File: config.mk
export PLATFORM = sky130hd
export DESIGN_NAME = music_mode_ctrl
export DESIGN_NICKNAME = d
export VERILOG_FILES = /design/src/rtl/music_pkg.sv /design/src/rtl/music_hold_cnt.sv /design/src/rtl/music_mode_ctrl.sv
export SDC_FILE = /design/constraint.sdc
export NUM_CORES = 1
export LEC_CHECK = 0
export ABC_AREA = 1
export BUFFER_PORTS_ARGS = -buffer_cell sky130_fd_sc_hd__buf_2
export CAP_MARGIN = 10
export CELL_PAD_IN_SITES_DETAIL_PLACEMENT = 1
export CELL_PAD_IN_SITES_GLOBAL_PLACEMENT = 1
export CORE_UTILIZATION = 37
export CTS_CLUSTER_DIAMETER = 40
export DETAILED_ROUTE_END_ITERATION = 10
export GPL_ROUTABILITY_DRIVEN = 0
export PLACE_DENSITY_LB_ADDON = 0.15
export SLEW_MARGIN = 20
export SYNTH_ARGS = -nofsm -noshare
export SYNTH_HDL_FRONTEND = slang
export SYNTH_SLANG_ARGS = --single-unit
File: constraint.sdc
create_clock -name clk -period 1.37 [get_ports clk]
set_input_delay 0 -clock clk [delete_from_list [all_inputs] [get_ports clk]]
set_output_delay 0 -clock clk [all_outputs]
set_load 0.02 [all_outputs]
File: src/rtl/music_pkg.sv
// Shared definitions for the music player: mode codes, song indices and
// small helpers that map a song index onto its per-song mode codes.
package music_pkg;

  localparam int unsigned MODE_W = 4;

  // Mode bus encoding, shared with the timer and audio output blocks.
  typedef enum logic [MODE_W-1:0] {
    MODE_SEL1     = 4'b0000,
    MODE_SEL2     = 4'b0001,
    MODE_PLAY1    = 4'b0010,
    MODE_PLAY2    = 4'b0011,
    MODE_ENDING   = 4'b0100,
    MODE_PLAY1_PS = 4'b0101,
    MODE_PLAY1_PM = 4'b0110,
    MODE_PLAY2_PS = 4'b0111,
    MODE_PLAY2_PM = 4'b1000
  } mode_t;

  localparam logic SONG1 = 1'b0;
  localparam logic SONG2 = 1'b1;

  function automatic mode_t sel_mode(input logic song);
    return (song == SONG2) ? MODE_SEL2 : MODE_SEL1;
  endfunction

  function automatic mode_t play_mode(input logic song);
    return (song == SONG2) ? MODE_PLAY2 : MODE_PLAY1;
  endfunction

  function automatic mode_t ps_mode(input logic song);
    return (song == SONG2) ? MODE_PLAY2_PS : MODE_PLAY1_PS;
  endfunction

  function automatic mode_t pm_mode(input logic song);
    return (song == SONG2) ? MODE_PLAY2_PM : MODE_PLAY1_PM;
  endfunction

endpackage

File: src/rtl/music_hold_cnt.sv
// Saturating tick counter for the ENDING hold time.
// Ports:
//   clk, rst   - clock, synchronous active-high reset
//   clr        - synchronous clear (held while not in ENDING)
//   en         - count enable (a tick pulse while in ENDING)
//   done_c     - combinational: this enabled tick is the HOLD_TICKS-th one
module music_hold_cnt #(
  parameter int unsigned HOLD_TICKS = 3
) (
  input  logic clk,
  input  logic rst,
  input  logic clr,
  input  logic en,
  output logic done_c
);

  localparam int unsigned CNT_W = 4;

  logic [CNT_W-1:0] cnt_q;

  // Count enabled ticks, stopping at HOLD_TICKS.
  always_ff @(posedge clk) begin
    if (rst || clr) begin
      cnt_q <= '0;
    end else if (en && (cnt_q != CNT_W'(HOLD_TICKS))) begin
      cnt_q <= cnt_q + CNT_W'(1);
    end
  end

  // Fires on the tick that brings the count to HOLD_TICKS, so the mode
  // changes on the same edge the last tick is sampled.
  assign done_c = en && (cnt_q >= CNT_W'(HOLD_TICKS - 1));

endmodule

File: src/rtl/music_mode_ctrl.sv
// Playback sequencer for the two-song music player. Converts one-pulse
// button events and the end-of-song flag into the registered mode bus.
// Optional build macro: MUSIC_AUTO_REPLAY_EN (ENDING hold expiry replays
// the current song instead of returning to its select state).
// Ports:
//   clk, rst                  - clock, synchronous active-high reset
//   tick                      - ~1 Hz enable pulse for the ENDING hold
//   btn_sel/play/pause/mute   - one-pulse button events
//   song_end                  - last note of the current song reached
//   mode                      - registered 4-bit mode code
//   song_id                   - selected song (0 = song 1, 1 = song 2)
//   audio_en                  - high only in PLAY1/PLAY2
//   addr_clr                  - one-cycle restart strobe for the note address
module music_mode_ctrl
  import music_pkg::*;
#(
  parameter int unsigned HOLD_TICKS = 3
) (
  input  logic              clk,
  input  logic              rst,
  input  logic              tick,
  input  logic              btn_sel,
  input  logic              btn_play,
  input  logic              btn_pause,
  input  logic              btn_mute,
  input  logic              song_end,
  output logic [MODE_W-1:0] mode,
  output logic              song_id,
  output logic              audio_en,
  output logic              addr_clr
);

  mode_t state_q, state_d;
  logic  song_id_q, song_id_d;
  logic  audio_en_q;
  logic  addr_clr_q, addr_clr_d;
  logic  in_ending;
  logic  hold_done_c;

  assign in_ending = (state_q == MODE_ENDING);

  music_hold_cnt #(
    .HOLD_TICKS(HOLD_TICKS)
  ) u_hold_cnt (
    .clk   (clk),
    .rst   (rst),
    .clr   (!in_ending),
    .en    (in_ending && tick),
    .done_c(hold_done_c)
  );

  // State and output registers; audio_en is decoded from the next state.
  always_ff @(posedge clk) begin
    if (rst) begin
      state_q    <= MODE_SEL1;
      song_id_q  <= SONG1;
      audio_en_q <= 1'b0;
      addr_clr_q <= 1'b0;
    end else begin
      state_q    <= state_d;
      song_id_q  <= song_id_d;
      audio_en_q <= (state_d == MODE_PLAY1) || (state_d == MODE_PLAY2);
      addr_clr_q <= addr_clr_d;
    end
  end

  // Next-state logic; if/else order encodes event priority.
  always_comb begin
    state_d    = state_q;
    song_id_d  = song_id_q;
    addr_clr_d = 1'b0;
    case (state_q)
      MODE_SEL1: begin
        if (btn_sel) begin
          state_d   = MODE_SEL2;
          song_id_d = SONG2;
        end else if (btn_play) begin
          state_d    = MODE_PLAY1;
          addr_clr_d = 1'b1;
        end
      end
      MODE_SEL2: begin
        if (btn_sel) begin
          state_d   = MODE_SEL1;
          song_id_d = SONG1;
        end else if (btn_play) begin
          state_d    = MODE_PLAY2;
          addr_clr_d = 1'b1;
        end
      end
      MODE_PLAY1, MODE_PLAY2: begin
        if (song_end)       state_d = MODE_ENDING;
        else if (btn_sel)   state_d = sel_mode(song_id_q);
        else if (btn_pause) state_d = ps_mode(song_id_q);
        else if (btn_mute)  state_d = pm_mode(song_id_q);
      end
      MODE_PLAY1_PS, MODE_PLAY2_PS: begin
        if (btn_sel)                     state_d = sel_mode(song_id_q);
        else if (btn_pause)              state_d = play_mode(song_id_q);
        else if (btn_mute)               state_d = pm_mode(song_id_q);
        else if (btn_play)               state_d = play_mode(song_id_q);
      end
      MODE_PLAY1_PM, MODE_PLAY2_PM: begin
        if (btn_sel)                     state_d = sel_mode(song_id_q);
        else if (btn_pause)              state_d = ps_mode(song_id_q);
        else if (btn_mute || btn_play)   state_d = play_mode(song_id_q);
      end
      MODE_ENDING: begin
        if (btn_sel || btn_play) begin
          state_d = sel_mode(song_id_q);
        end else if (hold_done_c) begin
`ifdef MUSIC_AUTO_REPLAY_EN
          state_d    = play_mode(song_id_q);
          addr_clr_d = 1'b1;
`else
          state_d    = sel_mode(song_id_q);
`endif
        end
      end
      default: begin
        // Unused codes recover to a known idle state.
        state_d   = MODE_SEL1;
        song_id_d = SONG1;
      end
    endcase
  end

  assign mode     = state_q;
  assign song_id  = song_id_q;
  assign audio_en = audio_en_q;
  assign addr_clr = addr_clr_q;

endmodule
==> metrics list, run 1 <==
* Total buffers and inverters traversed by the critical path: 2
* Power density over the cells: 707 nW/um^2
- The tool flagged a number of max-cap violations equal to 0.
- HPWL Detailed: 2310 um
- Final standard cell utilization of the core: ~51%
- Flop and latch count out of synthesis: 11
- Setup repair after global routing could not meet its margin everywhere.
* Leakage dissipation: about 0.6 nW
- Static timing analysis puts the maximum clock frequency at about 760 MHz.
* Most used standard cell by instance count after synthesis: sky130_fd_sc_hd__nand2_1
- The number of antenna diodes in the final layout is 0.
* Final standard cell area without fillers: around 1100 um^2
* Worst reg-to-reg setup slack: 0.06 ns
- Starting Density: between 30% and 40%
- Measured against its own limit, the worst slew margin works out to between 70 and 80%.
- Clock latency at the later pin of the worst-skew pair: 0.28 ns
* Share of the clock period used by the worst path after layout: a little over nine tenths
* Actual slew at the worst max-slew pin: 0.337 ns
- Initial antenna violation count: 0
* CP Capture Point: mode[0]
- Cells traversed along the worst timing path: inv_2 > ha_2 > nor2_1 > nand2_1 > nand3_2 > nand2_2 > nand3_2 > nand3_2 > nand2_1 > inv_1
- Overall Global Routing Usage: between 20 and 25%
* Clock root cell: sky130_fd_sc_hd__clkbuf_4
- Worst r2r path cells: 10
* Share of layout cells above drive strength 1: approximately 33%
- The final count of pins violating max slew came to 0.
* Via count of the first global-routing pass: 1011
* Syn avg cell area: between 5 and 6 um^2
- Total grt overflow: 0
- In the synthesized netlist, the cells that appear most often are 43 x sky130_fd_sc_hd__nand2_1, 21 x sky130_fd_sc_hd__nor2_1, 19 x sky130_fd_sc_hd__inv_1.
- Wire per inst: 14.2 um
- In this run the critical register-to-register path is captured at mode[0].
* Number of port buffers: 14
* Status: complete, no violations
- The die is slightly above 50 um tall.
* CTS H-tree depth: 1
* Number of rows created at floorplan: 17
- The critical path crosses 10 cells after its start point.
- Finished Layout Cells: approximately 200
- Counting flops with an async set or reset pin after synthesis yields a share of 0%.
* Most used cell, CP: sky130_fd_sc_hd__nand3_2
* Type of origin of the critical path: flip-flop
- CTS tree: built
* Worst ir drop on vdd: 0.533 mV
* Shortest clock period the worst path allows after layout: 1.31 ns
* Number of buffers created by CTS: 3
- Core Region: about 2300 um^2
- For the worst setup path, the data arrival time is around 1.5 ns.
* CP Max Fanout: 3
* Final setup vio count: 0
- The die covers roughly 2600 um^2.
- Measured along the x axis, the die boundary spans 51.2 um.
- After detailed routing, the number of remaining DRC violations is 0.
- The routed design has 2900 um of wire.
* First-pass GRT wire length: around 4700 um
* Clock transition at path regs: around 0.07 ns
- The final layout contains approximately 190 nets.
* Ports placed on the boundary: 15
- Via Count: between 1000 and 1500
- Total placed instance area: roughly 1000 um^2
- Area of the mapped netlist: around 900 um^2
- Starting DRC count in detailed routing: 11
- Vias per cell: 5.08
- Area contributors post-synth: sky130_fd_sc_hd__dfxtp_1 25%, sky130_fd_sc_hd__nand2_1 18%, sky130_fd_sc_hd__nand3_1 9.5%, sky130_fd_sc_hd__nor2_1 8.8%, sky130_fd_sc_hd__inv_1 8.0%
* Min setup slack post-route: 0.0568 ns
- Critical path launch point: u_hold_cnt.cnt_q[0]
- Startpoint of the lowest-slack register-to-register path: u_hold_cnt.cnt_q[0]
- Sequential area share after synthesis: 24.6%
* Final Hold Fails: 0
* Drt first pass iters: 4
* Kind of critical path: flip-flop to flip-flop
- Critical Path Sink Type: flip-flop
* Number of enable flip-flop cells after synthesis: 0
* Path category of the worst min-delay check: input port to flip-flop
- Counting every net in the synthesized netlist gives 160.
- The top cell type by area accounts for about a quarter of the synthesized area.
- ANT nets after route: 0
- The cell count after synthesis came out at 150.
* Count of cell types in the netlist: 27
* Maximum number of pins on one net before global-route repair: 9
- Cell taking the most area after synthesis: sky130_fd_sc_hd__dfxtp_1
- The clock passes through at most 2 buffers.
* Flip-flop cell with the highest count after synthesis: sky130_fd_sc_hd__dfxtp_1
- Sinks on Clock Net: 11
- Number of placed cells counting well taps: a little under 200
- The cell family contributing the most delay on the critical path is simple AND/OR/NAND/NOR gates.
- Largest stage delay on the critical path: about 0.35 ns
- Setup total negative slack on the finished layout was measured at 0 ns.
- The area growth from synthesis to layout is 28.4%.
- Worst Setup Slack post-DPL: roughly 0.016 ns
- Between clock sinks in the finished design, the worst skew comes to between 0.0004 and 0.0005 ns.
- Critical path required time: between 1.5 and 2 ns
- Number of synthesis warnings: 0
- The slowest stage of the critical path is the sky130_fd_sc_hd__dfxtp_2 cell.
==> cell families after synthesis <==
family / after synthesis / synth area share (%)
buffers and inverters: 25 / 11.0
adders and majority gates: 2 / 2.79
and+or+nand+nor: 97 / 52.1
DFF: 11 / 24.6
AOI/OAI and AO/OA: 15 / 9.50
==> state kept, by name, summed over array words and instances, names as in the netlist <==
register	count
addr_clr	1
audio_en	1
mode	4
song_id	1
u_hold_cnt.cnt_q	4
==> layer usage <==
| metal | GRT usage (%) | share of wire [%] |
|---|---|---|
| met4 | 9.72 | 1.3 |
| met2 | 40.4 | 50 |
| met1 | 32.5 | 47 |
| met3 | 3.87 | 2.0 |
| met5 | 0 | 0 |
==> placed cells by master, fill, tap and decap left out, types with 2 or more instances in the layout <==
cell,instances
sky130_fd_sc_hd__dfxtp_2,4
sky130_fd_sc_hd__nand2_2,5
sky130_fd_sc_hd__clkbuf_4,3
sky130_fd_sc_hd__nor2_1,20
sky130_fd_sc_hd__nor2_2,2
sky130_fd_sc_hd__inv_2,6
sky130_fd_sc_hd__nand3_1,15
sky130_fd_sc_hd__nand3_2,4
sky130_fd_sc_hd__o21ai_1,2
sky130_fd_sc_hd__a21oi_1,6
sky130_fd_sc_hd__o21ai_0,3
sky130_fd_sc_hd__nand4_1,3
sky130_fd_sc_hd__buf_2,14
sky130_fd_sc_hd__nand2_1,40
sky130_fd_sc_hd__dfxtp_1,5
sky130_fd_sc_hd__inv_1,16
sky130_fd_sc_hd__buf_4,7
sky130_fd_sc_hd__nor2_4,3
sky130_fd_sc_hd__dfxtp_4,2
==> worst min path at each step <==
stage | startpoint | to | slack (ns) | depth (start not counted)
floorplan | rst | song_id | 0.07 | 1
global placement | rst | song_id | 0.28 | 2
detailed placement | rst | song_id | 0.28 | 2
CTS | tick | u_hold_cnt.cnt_q[0] | 0.06 | 3
global route | tick | u_hold_cnt.cnt_q[0] | 0.08 | 3
finish | tick | u_hold_cnt.cnt_q[0] | 0.07 | 3
==> stage by stage <==
stage / total power, mW / hold slack, ns
5_1_grt: 0.854 / 0.0841
3_3_place_gp: 0.569 / 0.275
2_1_floorplan: 0.485 / 0.0691
6_report: 0.813 / 0.0698
3_5_place_dp: 0.572 / 0.285
4_1_cts: 0.807 / 0.0625
==> what timing repair did <==
action	4_1_cts	5_1_grt
setup buffers	0	2
hold endpoints to repair	2	0
hold buffers	1	0
setup endpoints to repair	0	8
gates resized for setup	0	19
==> cell type report <==
type | instances | area, um^2
clock buffer | 4 | 26.3
inverter | 24 | 93.8
fill | 336 | 1100
tap | 28 | 35.0
multi-input combinational | 114 | 609
sequential | 11 | 233
timing repair buffer | 23 | 153
==> worst register-to-register path: cells and delay by family, from the launching register on <==
kind	cells	cell delay, ns
and+or+nand+nor	7	0.62
DFF	1	0.35
adders and majority gates	1	0.17
buffers and inverters	2	0.09
==> report_power, final <==
group / switching (mW) / internal (mW) / leakage [nW]
logic: 0.149 / 0.0831 / 0.479
clock network: 0.120 / 0.113 / 0.0150
registers: 0.0174 / 0.330 / 0.0927
total: 0.286 / 0.527 / 0.586
Power figures use the tool's default switching activity.
==> run 2: changes to the inputs <==
CORE_ASPECT_RATIO = 1.5   (was default)
==> run 2 against run 1 <==
Total power is 1.9% lower; critical path depth is 3 lower; via count is 1.9% lower; largest cell class unchanged; cell area is 3.6% lower; non-clock buffer count is 1 lower; first-iteration DRC count stayed put; critical endpoint is now u_hold_cnt.cnt_q[2]; highest routed layer unchanged; clock skew is 0.0014 ns higher; sequential power hardly changed; global-route usage is 0.98 points lower; fmax is 3.0% higher; count of clock-buffer cells in the layout stayed put.
==> metrics list, run 2 (same netlist as run 1, synthesis figures left out) <==
- The total number of clock tree sinks came to 11 (unchanged).
- The final non-filler cell total came to 198 (was 204).
* Number of placed cells counting well taps: 191 (was 197)
* Vertical extent of the die: 62.3 um (was 51.2 um)
- Antenna cells: 0 (unchanged)
- Drt first pass iters: 3 (was 4)
- Detailed Route WL: 2960 um (was 2900 um)
* Clock latency at the later pin of the worst-skew pair: 0.27 ns (was 0.28 ns)
- Share of the clock period used by the worst path after layout: 93.1% (was 95.9%)
- Final standard cell utilization of the core: 49.1% (was 51.0%)
- Power density over the cells: 719 nW/um^2 (was 707 nW/um^2)
- Ports placed on the boundary: 15 (unchanged)
- Shortest clock period the worst path allows after layout: 1.28 ns (was 1.31 ns)
* Leakage dissipation: 0.571 nW (was 0.586 nW)
* Worst reg-to-reg setup slack: 0.09 ns (was 0.06 ns)
- The clock tree buffer depth came to 2 (unchanged).
- The number of standard-cell rows in the floorplan is 21 (was 17).
* Number of port buffers: 14 (unchanged)
* Maximum Capacitance Violations: 0 (unchanged)
- Final Hold Fails: 0 (unchanged)
* Highest-count cells in the layout ignoring fill and taps: 42 x sky130_fd_sc_hd__nand2_1, 21 x sky130_fd_sc_hd__nor2_1, 18 x sky130_fd_sc_hd__inv_1 (was 40 x sky130_fd_sc_hd__nand2_1, 20 x sky130_fd_sc_hd__nor2_1, 16 x sky130_fd_sc_hd__inv_1)
- The setup slack of the critical path after layout is 0.0948 ns (was 0.0568 ns).
* Overall Global Routing Usage: 23.8% (was 24.8%)
* Share of layout cells above drive strength 1: 28.6% (was 33.0%)
* Post-route DRC violation count: 0 (unchanged)
- The starting DRC count in detailed routing came to 11 (unchanged).
- The number of H-tree levels is 1 (unchanged).
- The total global routing overflow is 0 (unchanged).
- The number of cell instances on the worst register-to-register path came to 7 (was 10).
- Max-slew violation count: 0 (unchanged)
* Final setup vio count: 0 (unchanged)
- The endpoint type of the worst setup path was a flip-flop (unchanged).
* Via Count: 1016 (was 1036)
* Most common cell after layout, fill and taps aside: sky130_fd_sc_hd__nand2_1 (unchanged)
- The maximum VDD drop is 0.475 mV (was 0.533 mV).
* CTS tree: built (unchanged)
- First-pass GRT wire length: 4860 um (was 4710 um)
* Area grow syn2layout: 23.7% (was 28.4%)
- The terminus of the critical flop-to-flop path is u_hold_cnt.cnt_q[2] (was mode[0]).
* Via count of the first global-routing pass: 1105 (was 1011)
- Initial antenna violation count: 0 (unchanged)
- ANT nets after route: 0 (unchanged)
- Total power: 0.797 mW (was 0.813 mW)
- Die Wd: 42.2 um (was 51.2 um)
- Status: complete, no violations (unchanged).
- The critical path capture point is u_hold_cnt.cnt_q[2] (was mode[0]).
* Final standard cell area without fillers: 1110 um^2 (was 1150 um^2)
* Startpoint of the lowest-slack register-to-register path: mode[3] (was u_hold_cnt.cnt_q[0])
- Wire per inst: 14.9 um (was 14.2 um)
* Fmax: 784 MHz (was 762 MHz)
- Setup TNS: 0 ns (unchanged)
* Path category of the worst min-delay check: input port to flip-flop (unchanged)
- Core Region: 2260 um^2 (was 2250 um^2)
* Number of buffers created by CTS: 3 (unchanged)
* Clock transition at path regs: 0.07 ns (about the same)
- Actual slew at the worst max-slew pin: 0.366 ns (was 0.337 ns)
- The die area was 2630 um^2 (was 2620 um^2).
- The required arrival time at the worst endpoint is 1.54 ns (was 1.55 ns).
- Rel. slew slack: 75.5% (was 77.5%)
- Total placed instance area: 1030 um^2 (was 1040 um^2)
- HPWL Detailed: 2490 um (was 2310 um)
* Starting Density: 39.6% (was 39.7%)
* Vias per cell: 5.13 (was 5.08)
* Type of origin of the critical path: flip-flop (unchanged)
- The final-stage net count was 186 (was 187).
* Setup repair after global routing missed its margin: true (unchanged)
- Final setup skew: 0.00189 ns (was 0.000441 ns)
- The cell at the root of the clock tree is sky130_fd_sc_hd__clkbuf_4 (unchanged).
* Critical path launch point: mode[3] (was u_hold_cnt.cnt_q[0])
* Worst Path Arrival: 1.44 ns (was 1.49 ns)
- The worst setup timing slack at the placement stage came to 0.0263 ns (was 0.0162 ns).
- Maximum number of pins on one net before global-route repair: 9 (unchanged)
- The highest fanout seen on the critical path is 7 (was 3).
- Kind of critical path: flip-flop to flip-flop (unchanged)
* Final Hold Slack: 0.0748 ns (was 0.0698 ns)
==> run 2: where the power goes <==
| group | switching (mW) | internal (mW) | total [mW] |
|---|---|---|---|
| combinational | 0.145 | 0.0797 | 0.225 |
| sequential | 0.0180 | 0.331 | 0.349 |
| clock | 0.111 | 0.113 | 0.224 |
| total | 0.274 | 0.523 | 0.797 |
==> run 2: worst min path at each step <==
| stage | start | slack (ns) | cells past startpoint | to |
|---|---|---|---|---|
| finish | tick | 0.07 | 3 | u_hold_cnt.cnt_q[0] |
| detailed placement | rst | 0.28 | 2 | song_id |
| global route | tick | 0.07 | 3 | u_hold_cnt.cnt_q[0] |
| global placement | rst | 0.27 | 2 | song_id |
| floorplan | rst | 0.07 | 1 | song_id |
| CTS | tick | 0.07 | 3 | u_hold_cnt.cnt_q[0] |
==> run 2: timing repair <==
action / CTS / global route
endpoints found under the hold margin: 3 / 0
hold buffers: 1 / 0
buffers inserted: 0 / 2
resized for setup: 0 / 12
endpoints found under the setup margin: 0 / 7
==> run 2: layer usage <==
layer  routed length (um)  vias to the layer above  track usage [%]
li1                     -                      521                -
met1                 1090                      476             23.6
met2                 1760                       13             46.9
met3                   41                        6             1.16
met4                   60                        0             12.1
met5                    0                        -                0
==> run 2: cell type report <==
class,count,area [um^2]
fill,327,1150
multi-input combinational,114,594
sequential,11,233
timing repair buffer,22,133
inverter,24,93.8
tap,23,28.8
clock buffer,4,26.3
==> run 2: critical path: stages (launching register included) <==
cell and delay, ns:
sky130_fd_sc_hd__dfxtp_4 0.38, sky130_fd_sc_hd__inv_2 0.08, sky130_fd_sc_hd__nand2_2 0.09, sky130_fd_sc_hd__nor2_8 0.19
sky130_fd_sc_hd__nand3_4 0.12, sky130_fd_sc_hd__clkinv_2 0.09, sky130_fd_sc_hd__nand3_2 0.05, sky130_fd_sc_hd__and3_1 0.17
==> run 3: changes to the inputs <==
CORE_UTILIZATION = 35   (was 37)
==> run 3 against run 2 <==
Non-clock buffer count grew 1; cell count increased by 1.0%; setup slack worse by 0.040 ns; critical path depth increased by 3; fmax decreased by 3.0%; total power is 0.39% higher; register-to-register slack got worse by 0.04 ns; via count is 3.3% higher; first-iteration DRC count increased by 64%; largest cell class unchanged; highest routed layer unchanged.
==> metrics list, run 3 (same netlist as run 1, synthesis figures left out) <==
- Status: complete, no violations (unchanged).
- Share of layout cells above drive strength 1: 35.2% (was 28.6%)
* Via Count: 1050 (was 1016)
* Detailed Route WL: 3040 um (was 2960 um)
- Actual slew at the worst max-slew pin: 0.381 ns (was 0.366 ns)
- First-pass GRT wire length: 4840 um (was 4860 um)
- Critical path required time: 1.58 ns (was 1.54 ns)
- The initial standard-cell utilization of the core is 37.0% (was 39.6%).
- The combined global-route utilization of all metal layers is 23.2% (was 23.8%).
- The number of top-level pins is 15 (unchanged).
- Die Wd: 43.3 um (was 42.2 um)
- The number of antenna cells inserted was 0 (unchanged).
* Path category of the worst min-delay check: input port to flip-flop (unchanged)
- The remaining antenna violation count after routing was 0 (unchanged).
- Area grow syn2layout: 31.6% (was 23.7%)
* Maximum Capacitance Violations: 0 (unchanged)
* HPWL Detailed: 2420 um (was 2490 um)
* Number of buffers on the longest clock path: 2 (unchanged)
- The data arrival at the endpoint of the critical path is 1.52 ns (was 1.44 ns).
- The startpoint of the worst hold path is tick (unchanged).
- The power density relative to cell area was 679 nW/um^2 (was 719 nW/um^2).
- Wire per inst: 15.2 um (was 14.9 um)
- The number of design rule violations left after detail routing was 0 (unchanged).
- The final critical delay including setup and external delays is 1.31 ns (was 1.28 ns).
- The total global routing overflow is 0 (unchanged).
- The clock network latency to the later pin of the worst-skew pair was 0.27 ns (about the same).
* Rel. slew slack: 74.5% (was 75.5%)
* CP Max Fanout: 6 (was 7)
* Worst reg-to-reg setup slack: 0.06 ns (was 0.09 ns)
- Number of port buffers: 14 (unchanged)
- The final count of pins violating max slew is 0 (unchanged).
* Vertical extent of the die: 64.0 um (was 62.3 um)
* Fmax: 761 MHz (was 784 MHz)
* Startpoint of the lowest-slack register-to-register path: mode[1] (was mode[3])
- Hold Path End: u_hold_cnt.cnt_q[0] (unchanged)
- The number of H-tree levels was 1 (unchanged).
- The hold violation total from the final report was 0 (unchanged).
- Drt first pass iters: 4 (was 3)
- Number of placed cells counting well taps: 190 (was 191)
- Final standard cell utilization of the core: 48.7% (was 49.1%)
- Core Region: 2420 um^2 (was 2260 um^2)
- The number of cell instances on the worst register-to-register path came to 10 (was 7).
- The cell at the root of the clock tree was sky130_fd_sc_hd__clkbuf_4 (unchanged).
- The starting DRC count in detailed routing came to 18 (was 11).
- The leakage power was 0.590 nW (was 0.571 nW).
* Share of the clock period used by the worst path after layout: 96.0% (was 93.1%)
- The post-route total power came to 0.800 mW (was 0.797 mW).
- Vias per cell: 5.25 (was 5.13)
* Sinks on Clock Net: 11 (unchanged)
* Type of origin of the critical path: flip-flop (unchanged)
- The terminus of the critical flop-to-flop path is audio_en (was u_hold_cnt.cnt_q[2]).
* Highest-count cells in the layout ignoring fill and taps: 39 x sky130_fd_sc_hd__nand2_1, 17 x sky130_fd_sc_hd__inv_1, 17 x sky130_fd_sc_hd__nor2_1 (was 42 x sky130_fd_sc_hd__nand2_1, 21 x sky130_fd_sc_hd__nor2_1, 18 x sky130_fd_sc_hd__inv_1)
* Hold Path Depth: 3 (unchanged)
- Final setup vio count: 0 (unchanged)
- The initial antenna violation count is 0 (unchanged).
- The maximum VDD drop is 0.570 mV (was 0.475 mV).
- The critical path class is flip-flop to flip-flop (unchanged).
- The final-stage net count is 187 (was 186).
- Via count of the first global-routing pass: 1068 (was 1105)
- DIE AREA: 2770 um^2 (was 2630 um^2)
- The register clock-pin slew on the reported worst setup and hold paths was 0.07 ns (about the same).
- Critical Path Sink Type: flip-flop (unchanged)
* # fillers: 340 (was 327)
* Number of buffers created by CTS: 3 (unchanged)
- CTS tree: built (unchanged)
- The number of standard-cell rows in the floorplan is 22 (was 21).
* Most common cell after layout, fill and taps aside: sky130_fd_sc_hd__nand2_1 (unchanged)
- Final setup skew: 0.00246 ns (was 0.00189 ns)
- Maximum number of pins on one net before global-route repair: 9 (unchanged)
- Finished Layout Cells: 200 (was 198)
[run 3: cell types whose count changed in the layout (fill, tap and decap cells not counted), moves of 2 or more]
cell                      previous run  this run
sky130_fd_sc_hd__dfxtp_2             4         1
sky130_fd_sc_hd__dfxtp_4             2         5
sky130_fd_sc_hd__ha_1                2         0
sky130_fd_sc_hd__ha_2                0         2
sky130_fd_sc_hd__nand2_1            42        39
sky130_fd_sc_hd__nand2_2             3         5
sky130_fd_sc_hd__nor2_1             21        17
sky130_fd_sc_hd__nor2_2              1         3
sky130_fd_sc_hd__nor2_4              3         5
[run 3: worst max-delay path by stage]
stage,startpoint,to,slack [ns],cells after the start
floorplan,mode[0],u_hold_cnt.cnt_q[2],0.03,8
global placement,mode[1],audio_en,-0.05,10
CTS,mode[3],audio_en,0.003,10
detailed placement,mode[1],audio_en,-0.11,10
global route,mode[3],audio_en,-0.03,9
finish,mode[1],audio_en,0.06,10
[run 3: metal layers]
metal / track usage, % / wire length [um] / vias up
met3: 1.41 / 46 / 6
met2: 48.5 / 1870 / 15
met1: 21.7 / 1060 / 502
met4: 8.33 / 56 / 0
li1: - / - / 527
met5: 0 / 0 / -
[run 3: through the flow]
stage / setup slack (ns) / TNS [ns] / hold WS (ns) / cell area [um^2]
2_1_floorplan: 0.0289 / 0 / 0.0691 / 897
3_3_place_gp: -0.0462 / -0.0550 / 0.280 / 1010
3_5_place_dp: -0.106 / -0.136 / 0.285 / 1010
4_1_cts: 0.00350 / 0 / 0.000802 / 1060
5_1_grt: -0.0253 / -0.0253 / 0.103 / 1180
6_report: 0.0552 / 0 / 0.0987 / 1180
[run 3: area by class of cell]
type | instances | area [um^2] | share of cell area (%)
Sequential cell | 11 | 240 | 20.4
Timing Repair Buffer | 23 | 153 | 13.0
Clock inverter | 1 | 5.00 | 0.425
Clock buffer | 3 | 22.5 | 1.91
Multi-Input combinational cell | 114 | 632 | 53.6
Tap cell | 24 | 30.0 | 2.55
Inverter | 24 | 96.3 | 8.17
[run 3: power breakdown]
group / switching, mW / internal, mW
combinational: 0.145 / 0.0825
sequential: 0.0226 / 0.329
clock: 0.113 / 0.108
[run 3: what timing repair did]
| item | CTS | global route |
|---|---|---|
| pin swaps | 0 | 9 |
| endpoints found under the setup margin | 3 | 4 |
| setup buffers | 0 | 5 |
| resized for setup | 7 | 22 |
| hold buffers | 0 | 1 |
| endpoints found under the hold margin | 0 | 2 |
[run 3: critical path, stage by stage, from the launching register on]
cell and delay, ns:
sky130_fd_sc_hd__dfxtp_4 0.42, sky130_fd_sc_hd__inv_4 0.07, sky130_fd_sc_hd__nor2_2 0.09, sky130_fd_sc_hd__nand2_1 0.08, sky130_fd_sc_hd__nand2_2 0.11, sky130_fd_sc_hd__nand2_1 0.06, sky130_fd_sc_hd__nand3_1 0.09, sky130_fd_sc_hd__nand2_1 0.07
sky130_fd_sc_hd__nand2_1 0.07, sky130_fd_sc_hd__nand2_2 0.08, sky130_fd_sc_hd__nor2_2 0.11
